File: config.mk
export PLATFORM = sky130hd
export DESIGN_NAME = shift_add_multiplier
export DESIGN_NICKNAME = d
export VERILOG_FILES = /design/src/rtl/shift_add_multiplier_pkg.sv /design/src/rtl/shift_add_multiplier_adder.sv /design/src/rtl/shift_add_multiplier.sv
export SDC_FILE = /design/constraint.sdc
export NUM_CORES = 1
export LEC_CHECK = 0
export ABC_CLOCK_PERIOD_IN_PS = 5140
export CORE_MARGIN = 2
export CORE_UTILIZATION = 25
export CTS_BUF_LIST = sky130_fd_sc_hd__clkbuf_4 sky130_fd_sc_hd__clkbuf_8
export DETAILED_ROUTE_END_ITERATION = 10
export GPL_TIMING_DRIVEN = 0
export MAX_ROUTING_LAYER = met4
export SLEW_MARGIN = 5
export SYNTH_ARGS = -nofsm -noshare
export SYNTH_HDL_FRONTEND = slang
export SYNTH_SLANG_ARGS = --single-unit
File: constraint.sdc
create_clock -name clk_i -period 5.14 [get_ports clk_i]
set_input_delay 0.771 -clock clk_i [delete_from_list [all_inputs] [get_ports clk_i]]
set_output_delay 0.771 -clock clk_i [all_outputs]
set_load 0.01 [all_outputs]
File: src/rtl/shift_add_multiplier_pkg.sv
// Shared types and helpers for the sequential shift-and-add multiplier.
package mult_pkg;

   typedef enum logic [1:0] {
      IDLE = 2'd0,
      RUN  = 2'd1,
      DONE = 2'd2
   } mult_state_e;

   function automatic int cnt_width(input int n);
      return $clog2(n + 1);
   endfunction

endpackage

File: src/rtl/shift_add_multiplier_adder.sv
// N-bit ripple-carry adder with bit-per-element unpacked ports.
module n_bit_adder #(
   parameter int N = 4
) (
   input  logic a_i [N],
   input  logic b_i [N],
   input  logic c_i,
   output logic s_o [N],
   output logic c_o
);

   logic c [N+1];

   assign c[0] = c_i;

   for (genvar i = 0; i < N; i++) begin : g_bit
      assign s_o[i]  = a_i[i] ^ b_i[i] ^ c[i];
      assign c[i+1] = (a_i[i] & b_i[i]) | (c[i] & (a_i[i] ^ b_i[i]));
   end

   assign c_o = c[N];

endmodule

File: src/rtl/shift_add_multiplier.sv
// Sequential N x N unsigned shift-and-add multiplier around one reused ripple adder.
// Optional early termination when the remaining multiplier bits are zero: SHIFT_ADD_MULT_EARLY_TERM_EN.
module shift_add_multiplier
   import mult_pkg::*;
#(
   parameter int N = 4
) (
   input  logic           clk_i,
   input  logic           rst_ni,
   input  logic           in_valid_i,
   output logic           in_ready_o,
   input  logic [N-1:0]   a_i,
   input  logic [N-1:0]   b_i,
   output logic           out_valid_o,
   input  logic           out_ready_i,
   output logic [2*N-1:0] prod_o,
   output logic           busy_o
);

   localparam int CW = cnt_width(N);

   mult_state_e   state_q, state_d;
   logic [N-1:0]  mcand_q, mcand_d;
   logic [N-1:0]  hi_q, hi_d;
   logic [N-1:0]  lo_q, lo_d;
   logic [CW-1:0] cnt_q, cnt_d;

   logic          add_a [N];
   logic          add_b [N];
   logic          add_s [N];
   logic          add_c;
   logic [N-1:0]  sum;

   // Adder sees hi and the multiplicand gated by the current multiplier LSB.
   for (genvar i = 0; i < N; i++) begin : g_bridge
      assign add_a[i] = hi_q[i];
      assign add_b[i] = mcand_q[i] & lo_q[0];
      assign sum[i]   = add_s[i];
   end

   n_bit_adder #(.N(N)) u_adder (
      .a_i (add_a),
      .b_i (add_b),
      .c_i (1'b0),
      .s_o (add_s),
      .c_o (add_c)
   );

`ifdef SHIFT_ADD_MULT_EARLY_TERM_EN
   logic [N-1:0] rem_mask;
   assign rem_mask = ~({N{1'b1}} << cnt_q);
`endif

   always_ff @(posedge clk_i or negedge rst_ni) begin
      if (!rst_ni) begin
         state_q <= IDLE;
         mcand_q <= '0;
         hi_q    <= '0;
         lo_q    <= '0;
         cnt_q   <= '0;
      end else begin
         state_q <= state_d;
         mcand_q <= mcand_d;
         hi_q    <= hi_d;
         lo_q    <= lo_d;
         cnt_q   <= cnt_d;
      end
   end

   always_comb begin
      state_d = state_q;
      mcand_d = mcand_q;
      hi_d    = hi_q;
      lo_d    = lo_q;
      cnt_d   = cnt_q;
      case (state_q)
         IDLE: begin
            if (in_valid_i) begin
               mcand_d = a_i;
               hi_d    = '0;
               lo_d    = b_i;
               cnt_d   = CW'(N);
               state_d = RUN;
            end
         end
         RUN: begin
`ifdef SHIFT_ADD_MULT_EARLY_TERM_EN
            if ((lo_q & rem_mask) == '0) begin
               {hi_d, lo_d} = {hi_q, lo_q} >> cnt_q;
               cnt_d        = '0;
               state_d      = DONE;
            end else
`endif
            begin
               // Carry out of the adder becomes the new product MSB.
               {hi_d, lo_d} = {add_c, sum, lo_q[N-1:1]};
               cnt_d        = cnt_q - 1'b1;
               if (cnt_q == CW'(1)) state_d = DONE;
            end
         end
         DONE: begin
            if (out_ready_i) state_d = IDLE;
         end
         default: state_d = IDLE;
      endcase
   end

   assign in_ready_o  = (state_q == IDLE);
   assign busy_o      = (state_q == RUN);
   assign out_valid_o = (state_q == DONE);
   assign prod_o      = {hi_q, lo_q};

endmodule

-- Word level (Yosys, flattened, before mapping)
Index checks and enable logic that the tools add are counted.
- register bits after elaboration: 17
- latch bits: 0
- memory bits (writable): 0
- bits in read-only memories: 0
- input port bits: 12
- output and inout port bits: 11
- word-level logic and storage cells: 48
- memories: 0
- add/sub/neg operators: 1
- $mul: 0
- div/mod/pow operators: 0
- magnitude comparators: 0
- equality and inequality tests: 6
- shifts and indexed selects: 0
- muxes and demuxes: 10
- bitwise gates (word level): 21
- reductions and logical operators: 5
- operators with widths (operator ; number):
    one-hot mux 4 bit (2 select lines) ; 2
    AND 1 bit ; 11
    2-to-1 mux 4 bit ; 2
    XOR 1 bit ; 7
    2-to-1 mux 2 bit ; 3
    one-hot mux 2 bit (3 select lines) ; 1
    one-hot mux 3 bit (2 select lines) ; 1
    inequality test 2 x 1 -> 1 bit (second input constant) ; 2
    AND reduction 2 bit ; 2
    equality test 3 x 1 -> 1 bit (second input constant) ; 1
    2-to-1 mux 3 bit ; 1
    bitwise OR 1 bit ; 3
    AND reduction 3 bit ; 1
    subtractor 3 x 1 -> 3 bit (second input constant) ; 1
    equality test 2 x 1 -> 1 bit (second input constant) ; 1
    equality test 2 bit (second input constant) ; 1
    zero test 2 bit ; 1
    inequality test 2 bit (second input constant) ; 1
    nonzero test 2 bit ; 1

-- Longest topological paths before layout
- depth after elaboration: 9
- mapped depth: 9
- mapped depth without buffers: 9

-- By module
A second synthesis with hierarchy kept.
- cell total of the unflattened synthesis: 77
- area total of the unflattened synthesis: 928.4 um2
- modules (own cells, without submodules) (module ; times used ; cells an instance ; area each (um2) ; seq. area each (um2)):
    shift_add_multiplier ; 1 ; 63 ; 810.8 ; 425.4
    n_bit_adder ; 1 ; 14 ; 117.6 ; 0.0

-- Worst setup path before layout
OpenSTA, ideal clock, no wires.
- kind: reg-to-reg
- start: register lo_q[0]
- end: register hi_q[2]
- setup time: 0.078 ns
- data arrival time: 1.905 ns
- required time: 5.062 ns
- path slack: 3.157 ns
- stages on the path, launching flop included: 10
- path buffers: 0
- path through: dfrtp_1 -> and2_1 -> ha_1 -> inv_1 -> fa_1 -> inv_1 -> fa_1 -> inv_1 -> fa_1 -> o2bb2ai_1
- word-level cells in the longest chain between the ends: 8
- RTL lines (item ; RTL line ; text):
    start, declared ; shift_add_multiplier.sv:25 ; logic [N-1:0] lo_q, lo_d;
    start signal, assigned ; shift_add_multiplier.sv:65 ; lo_q <= lo_d;
    AND 1 bit ; shift_add_multiplier.sv:37 ; assign add_b[i] = mcand_q[i] & lo_q[0];
    AND 1 bit or XOR 1 bit (tied branches) ; shift_add_multiplier_adder.sv:18 ; assign c[i+1] = (a_i[i] & b_i[i]) | (c[i] & (a_i[i] ^ b_i[i]));
    AND 1 bit ; shift_add_multiplier_adder.sv:18 ;
    bitwise OR 1 bit ; shift_add_multiplier_adder.sv:18 ;
    AND 1 bit ; shift_add_multiplier_adder.sv:18 ;
    bitwise OR 1 bit ; shift_add_multiplier_adder.sv:18 ;
    XOR 1 bit (*) ; shift_add_multiplier_adder.sv:17 ; assign s_o[i] = a_i[i] ^ b_i[i] ^ c[i];
    one-hot mux 4 bit (2 select lines) (*) ; shift_add_multiplier.sv:76 ; case (state_q)
    end signal, assigned ; shift_add_multiplier.sv:64 ; hi_q <= hi_d;
    end, declared ; shift_add_multiplier.sv:24 ; logic [N-1:0] hi_q, hi_d;
Mark *: on every way between the ends. The rest lies on a longest branch, timed or not.
A chain may end at the register's enable or synchronous reset.

-- Final worst setup path
- start: register state_q[0]
- end: output busy_o
- word-level cells in the longest chain between the ends: 1
- RTL lines (item ; RTL line ; text):
    start, declared ; shift_add_multiplier.sv:22 ; mult_state_e state_q, state_d;
    start signal, assigned ; shift_add_multiplier.sv:62 ; state_q <= state_d;
    equality test 2 x 1 -> 1 bit ; shift_add_multiplier.sv:109 ; assign busy_o = (state_q == RUN);
    end, declared ; shift_add_multiplier.sv:17 ; output logic busy_o
Every way passes these cells.

==> metrics list <==
- Sequential cell area: 425 um^2
- Yosys mapped a number of flops with a built-in enable equal to 0.
- Reg-to-reg critical path startpoint: lo_q[0]
- Initial cell density of the core: 0.260
- Area of the die: between 3000 and 4000 um^2
- Synthesized area divided by synthesized cell count: roughly 12 um^2
- Summed over all instances, the cell type with the most area after synthesis is dfrtp_1.
- Buffers inserted to repair hold after CTS numbered 0.
- Accumulated negative setup slack: 0 ns
* Number of buffers inserted by post-CTS setup repair: 0
- The critical path is of the reg2out type.
- Worst Max-Slew Pin Slew: around 0.75 ns
- Leakage power figure: ~0.50 nW
- The floorplan step set the die width to approximately 63 um.
- Synth-to-layout area growth: 35.2%
- Setup repair after global routing missed its margin: no
- Level count of the clock H-tree: 1
- RR Endpoint: hi_q[2]
- Maximum number of pins on one net before global-route repair: 18
- The cell area that synthesis handed to floorplanning was just under 900 um^2.
* Ranking of synthesized cells by area: dfrtp_1, fa_1, mux2_2, o221a_2, or4b_1
- Die Height: about 63 um
* Number of global-route vias before repair: ~610
- The first global-routing pass estimated 2970 um of wire.
* Initial antenna violation count: 0
- Number of placed I/O pins: 23
- Power share of the combinational group: 0.529
* Critical path destination: busy_o
- Peak Freq: about 410 MHz
- Yosys printed 0 warnings.
* Register bit total from synthesis: 17
- Worst-case register-to-register setup slack: 3.03 ns
- Part of the total power dissipated in sequential elements: 0.368
* Post-route ant nets: 0
- Initial DRC count: 33
* Crit path required time: approximately 4.4 ns
* Count of cell types in the netlist: 25
- The number of slew-limit violations in the final report was 0.
- Measured against its own limit, the worst slew margin works out to 0.501.
* Number of detailed-route iterations in the first pass: 2
- Antenna Cells: 0
- Of the total power, the share spent switching nets is 0.366.
* Non-Filler Instances: between 100 and 150
- CTS tree: built
- Launching element of the worst setup path: state_q[0]
* Area of the multi-input gates: 384 um^2
- Maximum vdd drop: about 160 uV
* Cell breakdown of the critical path: nand2b_1 -> buf_2 -> inv_1 -> clkdlybuf4s50_1
* Half-perimeter wire length after detailed placement: about 1300 um
- Setup WS post-layout: around 2.7 ns
* Clock skew after layout: slightly below 0.005 ns
* Hold Path Class: reg2reg
- Counting every instance in the synthesized netlist gives 70.
- In the synthesized netlist the dominant register cell turns out to be dfrtp_1.
* Number of buffers between clock root and the deepest sink: 2
- The number of nets handed over by synthesis was a little under 90.
- Sequential share of the synthesized area: 0.490
* Master of the slowest instance on the critical path: clkdlybuf4s50_1
* Time the final worst path needs with I/O delays and setup: between 2 and 2.5 ns
- Cell internal power was estimated by the tool at approximately 0.44 mW.
- After filler insertion, the fill cell instance count of the layout stands at ~340.
- Commonest cells post-synth: dfrtp_1, inv_1, mux2_2, o221a_2, or4b_1
* Routability congestion estimate: 0.738
- Core outline area: 3340 um^2
* Data arrival time of the worst path: approximately 1.7 ns
- Most frequently used cell type in the post-synthesis netlist: dfrtp_1
* PD cells: about 590 nW/um^2
* CTS clock-pin slew for the worst setup and hold paths: ~0.10 ns
- The share of synthesized area in the top cell type comes to 0.490.
- Async SR Flop Fraction: 1.00
* Post-Place Cells: approximately 140
- Total Routed Length: 1690 um
* Total grt overflow: 0
- Worst reg-to-reg path cell count: 9
- Clock buffer count from CTS: 3
- Minimum setup slack after placement: between 2 and 3 ns
- The share of total power dissipated in the clock network is 0.103.
* Global-route usage over all layers: 0.0977
- Net switching power: between 0.2 and 0.3 mW
- After floorplanning, the core was divided into 21 placement rows.
* Layout cell share with drive strength beyond 1: 0.177
- The clock reaches the later pin of the worst-skew pair after 0.29 ns.
* Critical path fanouts, max: 10
- In the finished design, the share of the clock period the worst path needs comes to 0.472.
- Total of buffers placed on input and output ports: 22
- Capturing element type of the critical path: output port
- The final layout contains ~120 nets.
- The routed layout has between 600 and 700 vias.
- In this design, the stage delay of the slowest critical-path cell is around 0.55 ns.
- The total count of hold-check failures in the final report was 0.
- Clock tree synthesis selected as its root buffer the cell clkbuf_4.
- The tool flagged a number of max-cap violations equal to 0.
- Wire per inst: approximately 12 um
- Post-CTS sizing: 0
* Remaining routing DRC violations: 0
- Clock tree sinks: 17
- Setup crit start kind: register
* Final setup fails: 0
* Outcome: completed
- Dividing the detail-routed via count by the number of cells gives about 4.4.
-- power by group through the flow --
stage | clock network (mW) | registers, mW | logic [mW]
after floorplan | 0 | 0.258 | 0.226
after global placement | 0 | 0.254 | 0.362
after detailed placement | 0 | 0.257 | 0.369
after CTS | 0.0745 | 0.254 | 0.371
after global routing | 0.0838 | 0.266 | 0.412
final | 0.0708 | 0.253 | 0.364
-- metal layers --
metal  track usage  up-vias  routed length, um
li1              -      301                  -
met1         0.126      315                722
met2         0.150       12                889
met3        0.0288        2                 63
met4        0.0250        0                 14
met5             -        -                  0
-- layout by cell type (no fill, tap or decap), types with 3 or more instances in the layout --
master and instances:
nand2_1 3, fa_1 3, clkbuf_4 3, and2_1 3, o221a_2 4, clkdlybuf4s50_1 22
mux2_2 4, ha_1 3, or4b_1 4, dfrtp_1 17, inv_1 10
-- through the flow --
step	power [mW]	area, um^2	util	hold slack (ns)
global placement	0.616	1150	0.343	0.488
CTS	0.700	1170	0.352	0.515
finish	0.687	1170	0.352	0.511
floorplan	0.484	868	-	0.473
global route	0.763	1170	0.352	0.537
detailed placement	0.627	1150	0.343	0.496
-- logic make-up (layout without fill, tap and decap cells) --
| group | Yosys count | after routing | synth area share |
|---|---|---|---|
| compound gates | 14 | 14 | 0.144 |
| fa+ha+maj | 6 | 6 | 0.112 |
| buf+inv | 13 | 39 | 0.0677 |
| simple gates | 15 | 15 | 0.122 |
| flops | 17 | 17 | 0.490 |
| mux | 5 | 5 | 0.0634 |
-- critical path: cells and delay by family, from the launching register on --
kind / cells / cell delay [ns]
flops: 1 / 0.44
simple gates: 1 / 0.07
buf+inv: 3 / 0.86
-- worst min-delay path by stage --
stage	endpoint	depth (start not counted)	startpoint
2_1_floorplan	mcand_q[0]	1	mcand_q[0]
3_3_place_gp	mcand_q[2]	1	mcand_q[2]
3_5_place_dp	mcand_q[1]	1	mcand_q[1]
4_1_cts	cnt_q[0]	1	cnt_q[0]
5_1_grt	mcand_q[2]	1	mcand_q[2]
6_report	cnt_q[0]	1	cnt_q[0]
-- flip-flops by register name, indices dropped and copies added (netlist names) --
register  cells
hi_q          4
lo_q          4
mcand_q       4
cnt_q         3
state_q       2
-- layout make-up --
class / instances / share of cell area
clock buffers: 3 / 0.0192
inverters: 10 / 0.0320
plain buffers: 3 / 0.0181
multi-input cells: 40 / 0.327
well taps: 46 / 0.0490
clock inverters: 1 / 0.00426
flip-flops and latches: 17 / 0.362
repair buffers: 22 / 0.188
Power figures use the tool's default switching activity.
